### config.mk
export PLATFORM = sky130hd
export DESIGN_NAME = riscv_core_scoreboard
export DESIGN_NICKNAME = d
export VERILOG_FILES = /design/src/rtl/riscv_core_scoreboard_pkg.sv /design/src/rtl/riscv_core_scoreboard_entry.sv /design/src/rtl/riscv_core_scoreboard.sv
export SDC_FILE = /design/constraint.sdc
export NUM_CORES = 1
export LEC_CHECK = 0
export BUFFER_PORTS_ARGS = -buffer_cell sky130_fd_sc_hd__buf_2
export CAP_MARGIN = 20
export CORE_MARGIN = 2
export CORE_UTILIZATION = 25
export DETAILED_ROUTE_END_ITERATION = 10
export PLACE_DENSITY_LB_ADDON = 0.2
export SYNTH_ARGS = -nofsm -noshare
export SYNTH_HDL_FRONTEND = slang
export SYNTH_SLANG_ARGS = --single-unit
### constraint.sdc
create_clock -name clk -period 9.7 [get_ports clk]
set_input_delay 0.97 -clock clk [delete_from_list [all_inputs] [get_ports clk]]
set_output_delay 0.97 -clock clk [all_outputs]
set_load 0.01 [all_outputs]
### src/rtl/riscv_core_scoreboard_pkg.sv
// Shared encodings for the dispatch-side register scoreboard.
package riscv_core_scoreboard_pkg;

    localparam int unsigned REG_W = 5;
    localparam int unsigned ST_W  = 2;
    localparam int unsigned BYP_W = 2;
    localparam int unsigned CNT_W = 6;

    localparam logic [ST_W-1:0] SB_IDLE = 2'd0;
    localparam logic [ST_W-1:0] SB_PEND = 2'd1;
    localparam logic [ST_W-1:0] SB_DONE = 2'd2;

    localparam logic [BYP_W-1:0] BYP_RF  = 2'd0;
    localparam logic [BYP_W-1:0] BYP_WB  = 2'd1;
    localparam logic [BYP_W-1:0] BYP_ROB = 2'd2;

endpackage

### src/rtl/riscv_core_scoreboard_entry.sv
// One architectural register: producer state FSM and youngest producer slot.
module riscv_core_scoreboard_entry
    import riscv_core_scoreboard_pkg::*;
#(
    parameter int unsigned LOG_S = 4
) (
    input  logic             clk,
    input  logic             reset_n,
    input  logic             issue,
    input  logic [LOG_S-1:0] issue_slot,
    input  logic             wb_sel,
    input  logic [LOG_S-1:0] wb_slot,
    input  logic             commit_sel,
    input  logic [LOG_S-1:0] commit_slot,
    output logic [ST_W-1:0]  state,
    output logic [LOG_S-1:0] prod_slot,
    output logic             go_busy_c,
    output logic             go_idle_c
);

    logic [ST_W-1:0]  state_nxt;
    logic [LOG_S-1:0] prod_slot_nxt;

    always_ff @(posedge clk or negedge reset_n) begin
        if (!reset_n) begin
            state     <= SB_IDLE;
            prod_slot <= '0;
        end else begin
            state     <= state_nxt;
            prod_slot <= prod_slot_nxt;
        end
    end

    // A new producer overrides any writeback or commit aimed at this register.
    always_comb begin
        state_nxt     = state;
        prod_slot_nxt = prod_slot;
        go_busy_c     = 1'b0;
        go_idle_c     = 1'b0;
        if (issue) begin
            state_nxt     = SB_PEND;
            prod_slot_nxt = issue_slot;
            go_busy_c     = (state == SB_IDLE);
        end else begin
            case (state)
                SB_PEND: begin
                    if (wb_sel && (wb_slot == prod_slot)) state_nxt = SB_DONE;
                end
                SB_DONE: begin
                    if (commit_sel && (commit_slot == prod_slot)) begin
                        state_nxt = SB_IDLE;
                        go_idle_c = 1'b1;
                    end
                end
                default: ;
            endcase
        end
    end

endmodule

### src/rtl/riscv_core_scoreboard.sv
// Dispatch scoreboard: RAW stall, operand bypass select and ROB allocate handshake.
module riscv_core_scoreboard
    import riscv_core_scoreboard_pkg::*;
#(
    parameter int unsigned SLOTS = 16,
    parameter int unsigned LOG_S = 4,
    parameter int unsigned NREGS = 32
) (
    input  logic             clk,
    input  logic             reset_n,
    input  logic             dec_val,
    input  logic [REG_W-1:0] dec_rs1,
    input  logic [REG_W-1:0] dec_rs2,
    input  logic             dec_rs1_en,
    input  logic             dec_rs2_en,
    input  logic [REG_W-1:0] dec_rd,
    input  logic             dec_rd_en,
    output logic             dec_stall,
    output logic [BYP_W-1:0] src1_byp,
    output logic [BYP_W-1:0] src2_byp,
    output logic [LOG_S-1:0] src1_slot,
    output logic [LOG_S-1:0] src2_slot,
    output logic             rob_alloc_req_val,
    input  logic             rob_alloc_req_rdy,
    output logic [REG_W-1:0] rob_alloc_req_preg,
    input  logic [LOG_S-1:0] rob_alloc_resp_slot,
    output logic             issue_val,
    output logic [LOG_S-1:0] issue_slot,
    input  logic             wb_val,
    input  logic [LOG_S-1:0] wb_slot,
    input  logic             commit_wen,
    input  logic [LOG_S-1:0] commit_slot,
    input  logic [REG_W-1:0] commit_waddr,
    output logic [CNT_W-1:0] sb_count
);

    localparam logic [CNT_W-1:0] CNT_MAX = CNT_W'(NREGS - 1);

    logic [ST_W-1:0]  reg_state [NREGS];
    logic [LOG_S-1:0] reg_prod  [NREGS];
    logic [NREGS-1:0] go_busy;
    logic [NREGS-1:0] go_idle;
    logic [REG_W-1:0] slot_rd   [SLOTS];
    logic [SLOTS-1:0] slot_v;

    logic                        raw_stall;
    logic                        fire;
    logic                        has_rd;
    logic                        wb_map_v;
    logic [REG_W-1:0]            wb_rd;
    logic [1:0][REG_W-1:0]       src_r;
    logic [1:0]                  src_en;
    logic [1:0][BYP_W-1:0]       src_byp;
    logic [1:0][LOG_S-1:0]       src_slot;
    logic [1:0]                  src_hz;

    assign reg_state[0] = SB_IDLE;
    assign reg_prod[0]  = '0;
    assign go_busy[0]   = 1'b0;
    assign go_idle[0]   = 1'b0;

    assign has_rd   = dec_rd_en && (dec_rd != '0);
    assign wb_map_v = wb_val && slot_v[wb_slot];
    assign wb_rd    = slot_rd[wb_slot];

    for (genvar i = 1; i < NREGS; i++) begin : g_ent
        riscv_core_scoreboard_entry #(.LOG_S(LOG_S)) u_entry (
            .clk         (clk),
            .reset_n     (reset_n),
            .issue       (fire && dec_rd_en && (dec_rd == REG_W'(i))),
            .issue_slot  (rob_alloc_resp_slot),
            .wb_sel      (wb_map_v && (wb_rd == REG_W'(i))),
            .wb_slot     (wb_slot),
            .commit_sel  (commit_wen && (commit_waddr == REG_W'(i))),
            .commit_slot (commit_slot),
            .state       (reg_state[i]),
            .prod_slot   (reg_prod[i]),
            .go_busy_c   (go_busy[i]),
            .go_idle_c   (go_idle[i])
        );
    end

    assign src_r  = {dec_rs2, dec_rs1};
    assign src_en = {dec_rs2_en, dec_rs1_en};

    // Operand source per read port; a pending producer only bypasses on its own writeback cycle.
    always_comb begin
        src_byp  = '0;
        src_slot = '0;
        src_hz   = '0;
        for (int s = 0; s < 2; s++) begin
            if (dec_val && src_en[s] && (src_r[s] != '0)) begin
                case (reg_state[src_r[s]])
                    SB_DONE: begin
                        src_byp[s]  = BYP_ROB;
                        src_slot[s] = reg_prod[src_r[s]];
                    end
                    SB_PEND: begin
                        if (wb_val && (wb_slot == reg_prod[src_r[s]])) begin
                            src_byp[s]  = BYP_WB;
                            src_slot[s] = reg_prod[src_r[s]];
                        end else begin
                            src_hz[s] = 1'b1;
                        end
                    end
                    default: ;
                endcase
            end
        end
    end

    assign raw_stall          = |src_hz;
    assign src1_byp           = src_byp[0];
    assign src2_byp           = src_byp[1];
    assign src1_slot          = src_slot[0];
    assign src2_slot          = src_slot[1];
    assign rob_alloc_req_val  = dec_val && !raw_stall;
    assign fire               = rob_alloc_req_val && rob_alloc_req_rdy;
    assign dec_stall          = dec_val && (raw_stall || !rob_alloc_req_rdy);
    assign issue_val          = fire;
    assign issue_slot         = dec_val ? rob_alloc_resp_slot : '0;
    assign rob_alloc_req_preg = (dec_val && dec_rd_en) ? dec_rd : '0;

    // Reverse map; an allocation into the slot being committed wins.
    always_ff @(posedge clk or negedge reset_n) begin
        if (!reset_n) begin
            slot_v <= '0;
            for (int s = 0; s < SLOTS; s++) slot_rd[s] <= '0;
        end else begin
            if (commit_wen) slot_v[commit_slot] <= 1'b0;
            if (fire) begin
                slot_v[rob_alloc_resp_slot]  <= has_rd;
                slot_rd[rob_alloc_resp_slot] <= has_rd ? dec_rd : '0;
            end
        end
    end

    always_ff @(posedge clk or negedge reset_n) begin
        if (!reset_n) begin
            sb_count <= '0;
        end else if ((|go_busy) && !(|go_idle) && (sb_count != CNT_MAX)) begin
            sb_count <= sb_count + CNT_W'(1);
        end else if ((|go_idle) && !(|go_busy) && (sb_count != '0)) begin
            sb_count <= sb_count - CNT_W'(1);
        end
    end

endmodule

==> impl_metrics.csv, run 1 <==
group,metric,value,unit
run_status,status,"completed",
clock_network,clock_path_buffers,3,
sta,post-route-min-period,7.66,ns
synthesis,synth.avg_cell_area,10.2,um^2
floorplan,start_util,25.3,%
global_route,antenna_found_initial,3,
synthesis,ys.flop_type,"dfrtp_1",
clock_network,cts_tree,"yes",
global_route,grt_pass1_vias,18372,
synthesis,synth_edf_count,0,
final_layout,drive_above_1_share,22.5,%
global_route,track_usage,20.6,%
drt,wl_per_cell,27.7,um
global_route,grt_pass1_wl,135,mm
power_and_ir_drop,p_clk_share,33.5,%
floorplan,rows,108,
power_and_ir_drop,p_sw_share,36.3,%
power_and_ir_drop,p_total,0.00470,W
final_layout,fillerInstances,9047,
power_and_ir_drop,ir_drop,0.118,mV
clock_network,cts_sinks,288,
critical_path,cp_max_fo,34,
critical_path,crit_type,"input port to register",
power_and_ir_drop,p_switching,0.00171,W
hold_path,hold_class,"input port to async pin",
floorplan,die_y,300,um
critical_path,cp.arrival,8.10,ns
synthesis,synth_area_leader_cell,"dfrtp_1",
final_layout,syn_to_final_growth,13.3,%
drt,firstDrtPassIters,5,
synthesis,syn-cell-area,22000,um^2
sta,maxSlewViolCount,0,
place,gp_congestion,0.940,
global_route,grt_max_degree,158,
clock_network,post_cts_buffers,0,
clock_network,h-tree-depth,2,
critical_path,startpoint_type,"input port",
sta,hold_viol,0,
sta,setup_viol,0,
drt,drt_iter0_drc,1666,
clock_network,cts_buffers,38,
place,dp_cells,3276,
synthesis,synth_top_cell_area_share,32.8,%
synthesis,synth_seq_cells,288,
drt,antenna_left,0,
sta,tightestPinTransition,1.17,ns
flow_run,cap_violations,0,
drt,vias_per_cell,5.38,
clock_network,clock_latency,0.58,ns
sta,worst_slew_margin_rel,21.3,%
power_and_ir_drop,p_comb_share,30.6,%
place,io_buffer_count,70,
floorplan,pin_count,71,
power_and_ir_drop,p_seq_share,35.9,%
clock_network,clk_pin_slew,0.07,ns
floorplan,core,86900,um^2
final_layout,instances_no_fill,3347,
sta,finClkSkew,0.0321,ns
sta,fin_crit_sh,79.0,%
synthesis,async_flop_share,100,%
floorplan,die_x,300,um
critical_path,end_kind,"register",
floorplan,fp.dieArea,90200,um^2
global_route,grt_overflow,0,
synthesis,ys_seq_area_share,32.8,%
critical_path,cp_data_required_time,10.14,ns
final_layout,fin_util,28.6,%
synthesis,synthTopCellsByArea,"dfrtp_1, mux4_2, mux2_2, xnor2_1, ha_1",
drt,wirelength,92.8,mm
sta,rsz0062_at_grt,"false",
synthesis,syn_inst,2147,
power_and_ir_drop,powerDensity,189,nW/um^2
synthesis,synth-warning-count,0,
clock_network,cts-hold-fix-buffers,0,
clock_network,cts_resized,0,
final_layout,fin_nets,2308,
drt,num_vias,18022,
power_and_ir_drop,p_leak,10.9,nW
clock_network,cts-root-buf,"clkbuf_16",
power_and_ir_drop,intPower,0.00300,W
synthesis,synth_nets,2292,
sta,fin_hold_ws,0.388,ns
place,hpwl,70.3,mm
sta,fin_tns_setup,0,ns
sta,fmax,131,MHz
drt,drc,0,
synthesis,ys_types,75,
## flip-flops by register name, summed over array words and instances, names as in the netlist
signal	count
g_ent.u_entry.prod_slot	124
g_ent.u_entry.state	62
sb_count	6
slot_rd	80
slot_v	16
## power groups by stage
stage          Combinational [W]  Clock [W]  Sequential (W)
2_1_floorplan            0.00102          0         0.00158
3_3_place_gp             0.00137          0         0.00169
3_5_place_dp             0.00142          0         0.00170
4_1_cts                  0.00143    0.00162         0.00168
5_1_grt                  0.00160    0.00167         0.00171
6_report                 0.00144    0.00157         0.00169
## area by class of cell
cell class                      instances  area (um^2)  area share (%)
Multi-Input combinational cell       1637        13900            55.9
Sequential cell                       288         7210            29.0
Tap cell                             1155         1450            5.81
Clock buffer                           47         1010            4.08
Timing Repair Buffer                   99          596            2.39
Inverter                               99          372            1.49
Clock inverter                         21          344            1.38
Antenna cell                            1         2.50          0.0101
## cells by family after synthesis
kind of cell / share of synthesized area (%)
muxes: 24.6
AOI/OAI and AO/OA: 8.63
adders and majority gates: 5.96
xor gates and xnor gates: 10.4
buffers and inverters: 3.94
and+or+nand+nor: 13.7
DFF: 32.8
## cell usage in the layout (no fill, tap or decap), drive strengths merged, types with 4 or more instances in the layout
cell type  count
nor3          27
dfrtp        288
buf           99
o21ai         85
mux2i         77
a22oi         19
nand3b        10
ha           103
o31ai         30
nand2        188
a21o           4
nand2b        23
nand4b         5
o211ai         6
xor2          91
xnor2        169
a221oi         6
clkbuf        47
a21oi         86
nor4          24
inv          103
or4            9
o22ai         10
a22o           7
and2          34
nand3         52
nor2          77
and3          20
nor2b         32
mux4         103
a32oi          7
a311oi         4
nor3b          6
mux2         205
nand4         56
or2           13
clkinv         7
bufinv         8
a211oi         8
## worst max-delay path, cell delays in order
cell       delay, ns
buf_4           0.51
buf_4           0.61
nand2_1         0.10
mux4_2          0.51
a32oi_1         0.20
nand4_1         0.13
or4_1           0.51
a211oi_2        0.37
nand3b_2        0.38
and2_1          0.60
nand3_1         0.46
a2111oi_0       0.56
nor4b_4         0.45
nand2b_1        0.24
ha_1            0.34
a21o_1          0.16
a21oi_1         0.22
o21bai_1        0.09
a21oi_1         0.25
and3_1          0.19
mux2i_1         0.07
o31a_1          0.12
## final timing paths
check | slack [ns] | start | cells past startpoint | to
max | 2.04 | dec_rs1[0] | 22 | sb_count[5]
min | 0.39 | reset_n | 1 | g_ent[12].u_entry.prod_slot[3]
max reg2reg | 3.00 | g_ent[5].u_entry.prod_slot[2] | 20 | sb_count[5]
min reg2reg | 0.50 | slot_rd[48] | 1 | slot_rd[48]
max in group asynchronous | 7.89 | reset_n | 2 | g_ent[28].u_entry.state[0]
min in group clk | 0.50 | slot_rd[48] | 1 | slot_rd[48]
## layer usage
layer	wire length [um]	vias up	track usage [%]	part of all wire (%)
li1	-	7790	-	-
met2	42800	679	33.3	46
met1	39600	9395	26.9	43
met3	5350	156	3.16	5.8
met4	5000	2	9.89	5.4
met5	9	-	0	0.0097
## per-stage QoR
step / setup WS, ns / cell area (um^2)
after global placement: 1.68 / 23500
after global routing: 1.67 / 24900
after CTS: 2.18 / 24900
after floorplan: 2.80 / 22000
after detailed placement: 1.60 / 23500
final: 2.04 / 24900
## cells in the mapped netlist (all sizes together), types with 19 or more instances
| master | number |
|---|---|
| nor3 | 27 |
| nand2b | 23 |
| buf | 37 |
| and2 | 34 |
| o31ai | 30 |
| nand3 | 52 |
| a22oi | 19 |
| clkbuf | 86 |
| dfrtp | 288 |
| mux2 | 205 |
| o21ai | 85 |
| nand2 | 188 |
| inv | 99 |
| nand4 | 56 |
| nor2 | 77 |
| nor4 | 24 |
| mux4 | 103 |
| a21oi | 86 |
| nor2b | 32 |
| ha | 103 |
| xor2 | 91 |
| xnor2 | 169 |
| and3 | 20 |
| mux2i | 77 |
Note: power is estimated with default switching activity, not from simulation.
==> run 2: changes to the inputs <==
clock period = 7.45 ns   (was 9.7 ns; I/O delays follow)
==> run 2 against run 1 <==
Net effect: routed wire length up 0.91%; hold slack got worse by 0.29 ns; sequential share of layout area decreased by 0.17 points; die area did not move; clock skew is 0.017 ns higher; non-clock buffer count is 24 higher; combinational power increased by 30%; largest cell class unchanged.
==> impl_metrics.csv, run 2 (same netlist as run 1, synthesis figures left out) <==
group,metric,value,unit
clock_network,cts-hold-fix-buffers,0,
critical_path,crit_family,"simple AND/OR/NAND/NOR gates",
final_layout,largest_reg_flops,124,
drt,drc,0,
critical_path,path_cells,"buf_2 -> buf_4 -> mux4_2 -> mux4_2 -> xnor2_1 -> a32oi_1 -> o211ai_1 -> buf_4 -> and2_1 -> a311oi_1 -> or4b_1 -> nor4b_4 -> nand2b_1 -> ha_1 -> a21o_1 -> a21oi_1 -> o21bai_1 -> a21oi_1 -> and3_1 -> mux2i_1 -> o31a_1",
drt,wl_per_cell,27.8,um
critical_path,end_kind,"register",
sta,fmax,155,MHz
sta,finClkSkew,0.0493,ns
critical_path,cp_num_cells,21,
final_layout,syn_to_final_growth,13.9,%
critical_path,startpoint_type,"input port",
critical_path,cp.arrival,6.93,ns
final_layout,drive_above_1_share,23.2,%
drt,drt_iter0_drc,1710,
global_route,antenna_found_initial,1,
floorplan,core,86900,um^2
power_and_ir_drop,p_leak,11.0,nW
sta,fin_crit_sh,86.6,%
critical_path,cp_max_fo,19,
critical_path,max_stage_delay,0.60,ns
clock_network,cts_tree,"yes",
global_route,grt_max_degree,134,
sta,tightestPinTransition,1.16,ns
drt,wirelength,93.6,mm
run_status,status,"completed",
floorplan,die_x,300,um
floorplan,rows,108,
final_layout,fin_area,25000,um^2
drt,antenna_left,0,
critical_path,critPathBufInv,3,
critical_path,reg2reg_depth,20,
clock_network,post_cts_buffers,0,
final_layout,fin_util,28.8,%
sta,post-route-min-period,6.45,ns
place,gp_congestion,0.983,
flow_run,cap_violations,0,
global_route,grt_overflow,0,
power_and_ir_drop,ir_drop,0.149,mV
sta,rsz0062_at_grt,"false",
sta,maxSlewViolCount,0,
final_layout,top_register,"g_ent.u_entry.prod_slot",
drt,firstDrtPassIters,5,
drt,num_vias,18103,
critical_path,cpMaxStageDelayCell,"or4b_1",
clock_network,cts-root-buf,"clkbuf_16",
global_route,track_usage,20.6,%
clock_network,clock_path_buffers,3,
sta,setup_viol,0,
clock_network,clk_pin_slew,0.06,ns
final_layout,fin_nets,2332,
floorplan,fp.dieArea,90200,um^2
clock_network,cts_sinks,288,
drt,vias_per_cell,5.37,
clock_network,cts_buffers,38,
place,placed_area,23700,um^2
floorplan,start_util,25.3,%
sta,worst_slew_margin_rel,22.3,%
global_route,grt_pass1_wl,135,mm
hold_path,hold_class,"input port to async pin",
sta,setup_ws,0.999,ns
place,hpwl,71.6,mm
place,io_buffer_count,70,
critical_path,cp_data_required_time,7.93,ns
power_and_ir_drop,powerDensity,241,nW/um^2
sta,fin_tns_setup,0,ns
floorplan,pin_count,71,
clock_network,cts_resized,0,
floorplan,die_y,300,um
global_route,grt_pass1_vias,18332,
sta,hold_viol,0,
clock_network,clock_latency,0.59,ns
critical_path,crit_type,"input port to register",
final_layout,layout_common_cells,"dfrtp_1, mux2_2, nand2_1",
clock_network,h-tree-depth,2,
place,dp_slack,0.450,ns
final_layout,top_regs,"g_ent.u_entry.prod_slot x124, slot_rd x80, g_ent.u_entry.state x62",
final_layout,final_common_cell,"dfrtp_1",
## run 2: cell count changes in the layout (fill, tap and decap cells not counted), moves of 2 or more
cell,delta
buf_12,+2
buf_4,+22
bufinv_16,-4
clkbuf_8,+3
clkinv_4,-2
inv_6,-3
## run 2: cell type report
class	instances	area [um^2]
inverter	99	372
clock inverter	14	204
fill	9023	61900
tap	1155	1450
clock buffer	52	1080
sequential	288	7210
antenna	2	5.00
multi-input combinational	1637	13900
timing repair buffer	123	801
## run 2: routing by layer
layer  share of wire, %  vias up  GRT usage (%)
met4                6.0        0           11.0
met1                 42     9386           27.0
li1                   -     7816              -
met2                 46      719           33.0
met3                5.9      182           2.89
met5                  0        -              0
## run 2: per-stage QoR
step,hold slack [ns],instances,power [W]
CTS,0.113,3367,0.00605
detailed placement,0.489,3301,0.00408
finish,0.0975,3370,0.00602
global route,0.133,3368,0.00637
floorplan,0.449,2147,0.00338
global placement,0.482,3300,0.00401
## run 2: power by group
part	total [W]	internal, W	switching, W
clock network	0.00194	0.00116	0.000776
logic	0.00187	0.000836	0.00104
registers	0.00221	0.00182	0.000393
## run 2: worst paths after layout
| path | to | start | slack [ns] |
|---|---|---|---|
| max reg2reg | sb_count[5] | g_ent[6].u_entry.prod_slot[2] | 1.22 |
| min reg2reg | slot_rd[30] | slot_rd[30] | 0.50 |
| min | g_ent[9].u_entry.prod_slot[1] | reset_n | 0.1 |
| min in group clk | slot_rd[30] | slot_rd[30] | 0.50 |
| max in group asynchronous | slot_rd[5] | reset_n | 6.13 |
| max | sb_count[5] | dec_rs2[0] | 1.0 |
